### config.mk
export PLATFORM = sky130hd
export DESIGN_NAME = trig_coinc_engine
export DESIGN_NICKNAME = d
export VERILOG_FILES = /design/src/rtl/trig_coinc_engine.sv
export SDC_FILE = /design/constraint.sdc
export NUM_CORES = 2
export LEC_CHECK = 0
export ABC_AREA = 0
export BUFFER_PORTS_ARGS = -buffer_cell sky130_fd_sc_hd__buf_4
export CORE_MARGIN = 3
export CORE_UTILIZATION = 30
export CTS_BUF_LIST = sky130_fd_sc_hd__clkbuf_8
export DETAILED_ROUTE_END_ITERATION = 6
export PLACE_DENSITY = 0.43
export SETUP_SLACK_MARGIN = 0.2
export SLEW_MARGIN = 20
export SYNTH_ARGS = -nofsm -noshare
export SYNTH_HDL_FRONTEND = slang
export SYNTH_SLANG_ARGS = --single-unit
### constraint.sdc
create_clock -name clk_adc -period 23.9 [get_ports clk_adc]
set_input_delay 3.585 -clock clk_adc [delete_from_list [all_inputs] [get_ports clk_adc]]
set_output_delay 3.585 -clock clk_adc [all_outputs]
set_load 0.02 [all_outputs]
### src/rtl/trig_coinc_engine.sv
// Coincidence trigger: masked inputs -> per-channel windows -> multiplicity -> fire FSM + record FIFO.
// Fire decision 4 edges after capture; records are held until rec_ready pops them, drops flag rec_overflow.
module trig_coinc_engine #(
  parameter int NCH    = 64,
  parameter int NTRIG  = 8,
  parameter int TW     = 6,
  parameter int TSW    = 56,
  parameter int FDEPTH = 8,
  parameter int CW     = $clog2(NCH + 1)
) (
  input  logic                  clk_adc,
  input  logic                  nrst,
  input  logic [NCH-1:0]        chan_in,
  input  logic [NCH-1:0]        chan_mask,
  input  logic [TW-1:0]         coinc_time,
  input  logic [NTRIG*CW-1:0]   thresh,
  input  logic [NTRIG-1:0]      trig_enable,
  input  logic [31:0]           prescale,
  input  logic [31:0]           randnum,
  input  logic                  run_gate,
  input  logic                  busy_in,
  input  logic [7:0]            out_len,
  input  logic [7:0]            dead_time,
  input  logic                  ts_clear,
  output logic                  trig_out,
  output logic                  rec_valid,
  input  logic                  rec_ready,
  output logic [NTRIG-1:0]      rec_mask,
  output logic [TSW-1:0]        rec_time,
  output logic                  rec_overflow
);
  localparam int GS = 8;
  localparam int NG = (NCH + GS - 1) / GS;
  localparam int PW = $clog2(GS + 1);
  localparam int AW = $clog2(FDEPTH);
  localparam int RW = NTRIG + TSW;
  localparam logic [1:0] S_IDLE = 2'd0;
  localparam logic [1:0] S_FIRE = 2'd1;
  localparam logic [1:0] S_DEAD = 2'd2;
  localparam logic [AW:0]  PTR_ONE = 1;
  localparam logic [TW-1:0] WIN_ONE = 1;
  localparam logic [TSW-1:0] TS_ONE = 1;

  logic [NCH-1:0]   in_q;
  logic [TW-1:0]    win_q [NCH];
  logic [NG*GS-1:0] act;
  logic [PW-1:0]    part_q [NG];
  logic [PW-1:0]    part_d [NG];
  logic [CW-1:0]    count_q, count_d;
  logic             pass_q;
  logic [NTRIG-1:0] sat;
  logic             fire;
  logic [1:0]       state_q, state_d;
  logic [7:0]       cnt_q, cnt_d;
  logic [TSW-1:0]   ts_q;
  logic [RW-1:0]    mem_q [FDEPTH];
  logic [AW:0]      wp_q, rp_q;
  logic             empty, full, pop, push_ok, ovf_q;

  // Groups padded to a whole multiple of GS so the partial sums need no range guards.
  always_comb begin
    act = '0;
    for (int c = 0; c < NCH; c++) act[c] = (win_q[c] != '0);
    for (int g = 0; g < NG; g++) begin
      part_d[g] = '0;
      for (int i = 0; i < GS; i++) part_d[g] = part_d[g] + PW'(act[g*GS+i]);
    end
    count_d = '0;
    for (int g = 0; g < NG; g++) count_d = count_d + CW'(part_q[g]);
  end

  always_comb begin
    for (int k = 0; k < NTRIG; k++)
      sat[k] = trig_enable[k] && (thresh[k*CW +: CW] != '0) && (count_q >= thresh[k*CW +: CW]);
  end

  assign fire = (state_q == S_IDLE) && (|sat) && run_gate && !busy_in && pass_q;

  always_comb begin
    state_d = state_q;
    cnt_d   = cnt_q;
    case (state_q)
      S_IDLE: if (fire) begin
        state_d = S_FIRE;
        cnt_d   = (out_len == 8'd0) ? 8'd0 : out_len - 8'd1;
      end
      S_FIRE: if (cnt_q == 8'd0) begin
        if (dead_time == 8'd0) state_d = S_IDLE;
        else begin
          state_d = S_DEAD;
          cnt_d   = dead_time - 8'd1;
        end
      end else cnt_d = cnt_q - 8'd1;
      S_DEAD: if (cnt_q == 8'd0) state_d = S_IDLE;
              else cnt_d = cnt_q - 8'd1;
      default: state_d = S_IDLE;
    endcase
  end

  assign empty   = (wp_q == rp_q);
  assign full    = (wp_q[AW] != rp_q[AW]) && (wp_q[AW-1:0] == rp_q[AW-1:0]);
  assign pop     = rec_ready && !empty;
  assign push_ok = fire && (!full || pop);

  always_ff @(posedge clk_adc) begin
    if (!nrst) begin
      in_q    <= '0;
      for (int c = 0; c < NCH; c++) win_q[c] <= '0;
      for (int g = 0; g < NG; g++) part_q[g] <= '0;
      count_q <= '0;
      pass_q  <= 1'b0;
      state_q <= S_IDLE;
      cnt_q   <= 8'd0;
      ts_q    <= '0;
      wp_q    <= '0;
      rp_q    <= '0;
      ovf_q   <= 1'b0;
    end else begin
      in_q <= ~chan_in & chan_mask;
      // A hit always reloads, so an open window is never stretched past coinc_time.
      for (int c = 0; c < NCH; c++) begin
        if (in_q[c]) win_q[c] <= coinc_time;
        else if (win_q[c] != '0) win_q[c] <= win_q[c] - WIN_ONE;
      end
      for (int g = 0; g < NG; g++) part_q[g] <= part_d[g];
      count_q <= count_d;
      pass_q  <= (randnum <= prescale);
      state_q <= state_d;
      cnt_q   <= cnt_d;
      ts_q    <= ts_clear ? '0 : ts_q + TS_ONE;
      if (pop)     rp_q <= rp_q + PTR_ONE;
      if (push_ok) wp_q <= wp_q + PTR_ONE;
      if (ts_clear)              ovf_q <= 1'b0;
      else if (fire && !push_ok) ovf_q <= 1'b1;
    end
  end

  always_ff @(posedge clk_adc) begin
    if (nrst && push_ok) mem_q[wp_q[AW-1:0]] <= {sat, ts_q};
  end

  assign trig_out     = (state_q == S_FIRE);
  assign rec_valid    = !empty;
  assign {rec_mask, rec_time} = empty ? '0 : mem_q[rp_q[AW-1:0]];
  assign rec_overflow = ovf_q;
endmodule

==> flow_summary.toml <==
[run_status]
status = "finished clean"

[worst_setup_path]
crit_required_ns = 20.32
critPathKind = "reg -> out"
path_cells = "buf_4 -> mux4_2 -> mux2i_1 -> nor2_1 -> buf_4"
cp_slowest_cell = "dfxtp_4"
end_kind = "output port"
crit_top_cell = "buf_4"
rr_startpoint = "count_q[0]"
worstPathMaxFanout = 68
cp.arrival_ns = 4.20
crit_family = "buffers and inverters"
cp-start-kind = "flip-flop"
critPathBufInv = 2
cpPeakStageDelay_ns = 1.00

[synthesis]
synth.avg_cell_area_um2 = 11.6
synthFlopType = "edfxtp_1"
yosysWarnings = 0
ys_types = 64
synthArstFlopShare_pct = 0
seq_area_frac_synth_pct = 56.6
synth_edf_count = 896
ys_ff_latch = 1078
synthCells = 4650
synth_area_mm2 = 0.0540
syn_nets = 5220

[worst_hold_path]
hp-class = "reg -> reg"
hold_path.startpoint = "rec_overflow"

[sta]
setup_ws_ns = 16.12
rsz0062_at_grt = "false"
setup_viol = 0
maxSlewHeadroom_pct = 24.3
period_share_pct = 32.6
tns_ns = 0
hold_viol = 0
fmax_ghz = 0.129
period_needed_ns = 7.78
worst_pin_slew_ns = 1.14
drv_slew = 0
fin_skew_ns = 0.0380

[place]
place_area_mm2 = 0.0591
io_buffer_count = 350
place_hpwl_um = 89400
pre_cts_ws_ns = 16.30
place.gp.congestion = 0.805

[floorplan]
die_h_um = 430
die_area_mm2 = 0.185
coreArea_mm2 = 0.179
placementRows = 155
fp.dieW_um = 430
initial_core_util_pct = 30.2
ioPinCount = 351

[clock_network]
h-tree-depth = 4
hold_buffers = 0
ctsResizeCount = 0
clock-sinks = 1078
cts_tree = "yes"
clockBufferDepth = 3
clk_latency_ns = 0.91
clk_pin_slew_worst_paths_ns = 0.06
post_cts_buffers = 0
cts_buffers = 193
clockRootBuffer = "clkbuf_8"

[routing]
ant_nets = 0
routed_wl_um = 143000
drt_iter0_drc = 2018
drc = 0
wl_per_cell_um = 19.0
drt-pass1-iter-count = 5
avgViaCountPerCell = 4.71
vias = 35507

[power_and_ir_drop]
leakagePower_uw = 0.0245
power.density_mw_per_mm2 = 113
vdd_drop_max_uv = 62.0

[grt]
grt_use_total_pct = 15.2
grt_pass1_vias = 36136
grt_start_max_net_pins = 176
antenna_found_initial = 11
grt_overflow = 0
grt_first_pass_wirelength_um = 218000

[final_layout]
final_common_cell = "edfxtp_1"
drive_above_1_share_pct = 15.6
final_cell_mix = "896 x edfxtp_1, 740 x nor2_1, 429 x inv_1"
syn_to_final_growth_pct = 16.7
layout.nets = 5571
final_area_mm2 = 0.0630
nFillCells = 17941

[job]
cap_violations = 0
==> final timing paths <==
kind                                endpoint  slack [ns]  cells past startpoint
worst min-delay path            rec_overflow        0.47                      1
worst max-delay path             rec_time[0]       16.12                      5
worst min register to register  rec_overflow        0.47                      1
worst max register to register  mem_q[6][36]       19.34                     11
==> metal layers <==
| metal | share of wire, % | vias up | GRT usage [%] |
|---|---|---|---|
| met4 | 2.1 | 2 | 4.28 |
| met1 | 45 | 17436 | 19.6 |
| met2 | 49 | 574 | 26.2 |
| met5 | 0.0091 | - | 0 |
| li1 | - | 17301 | - |
| met3 | 3.6 | 194 | 2.81 |
==> power by group <==
part / leakage (uW) / switching (uW) / internal (uW)
Sequential: 0.0109 / 264 / 2460
Clock: 0.00232 / 804 / 906
Combinational: 0.0112 / 1490 / 1170
Total: 0.0245 / 2560 / 4540
==> flip-flops by register name, indices dropped and copies added (netlist names), 7 cells and up, named ones only <==
| name | count |
|---|---|
| mem_q | 512 |
| cnt_q | 8 |
| ts_q | 56 |
| in_q | 64 |
| win_q | 384 |
| part_q | 32 |
| count_q | 7 |
==> final cells by class <==
cell class | instances | area [um^2] | area share, %
timing repair buffer | 386 | 2930 | 4.65
sequential | 1078 | 30600 | 48.5
clock inverter | 136 | 732 | 1.16
clock buffer | 228 | 3140 | 4.98
multi-input combinational | 3006 | 21400 | 34.0
antenna | 10 | 25.0 | 0.0397
inverter | 336 | 1270 | 2.01
tap | 2355 | 2950 | 4.68
==> synth_stat cells (3+ instances only) <==
library cell | instances | area share (%)
nor3b_1 | 79 | 1.1
o22ai_1 | 7 | 0.081
edfxtp_1 | 896 | 50
ha_1 | 231 | 5.4
a22oi_1 | 85 | 1.2
and3_1 | 44 | 0.51
nor2_1 | 742 | 5.2
dfxtp_1 | 182 | 6.8
nand2b_1 | 16 | 0.19
and4_1 | 7 | 0.11
mux4_2 | 128 | 5.3
nand4_1 | 20 | 0.23
clkbuf_1 | 195 | 1.4
a21o_1 | 18 | 0.25
a211oi_1 | 26 | 0.36
or3b_2 | 6 | 0.097
and2_1 | 30 | 0.35
o211a_1 | 6 | 0.11
xor2_1 | 165 | 2.7
inv_1 | 336 | 2.3
a21oi_1 | 269 | 2.5
buf_1 | 34 | 0.24
nor4_1 | 14 | 0.16
nor2b_1 | 6 | 0.070
nor3_1 | 244 | 2.3
o21ai_0 | 123 | 1.1
fa_1 | 55 | 2.0
o221ai_1 | 3 | 0.049
nand3b_1 | 44 | 0.61
o21a_1 | 5 | 0.070
nand2_1 | 262 | 1.8
o211ai_1 | 3 | 0.042
xnor2_1 | 140 | 2.3
mux2i_1 | 81 | 1.5
nor4b_1 | 6 | 0.097
or4_1 | 4 | 0.056
nand3_1 | 69 | 0.64
or3_1 | 34 | 0.39
==> through the flow <==
step	hold slack, ns	util, %	total power, uW	cells
after floorplan	0.456	-	4730	4650
after global placement	0.458	33.1	5470	7161
after detailed placement	0.455	33.1	5470	7161
after CTS	0.470	35.2	7240	7525
after global routing	0.493	35.3	7760	7535
final	0.468	35.3	7100	7535
==> kinds of logic (layout without fill, tap and decap cells) <==
kind of cell / after synthesis / count (layout) / share of synthesized area, %
simple gates: 1638 / 1638 / 14.1
flops: 1078 / 1078 / 56.6
compound gates: 567 / 567 / 6.16
buf+inv: 566 / 1086 / 3.94
xor+xnor: 305 / 305 / 4.95
fa+ha+maj: 286 / 286 / 7.39
mux: 210 / 210 / 6.86
other cells: 0 / 10 / 0
Power figures use the tool's default switching activity.
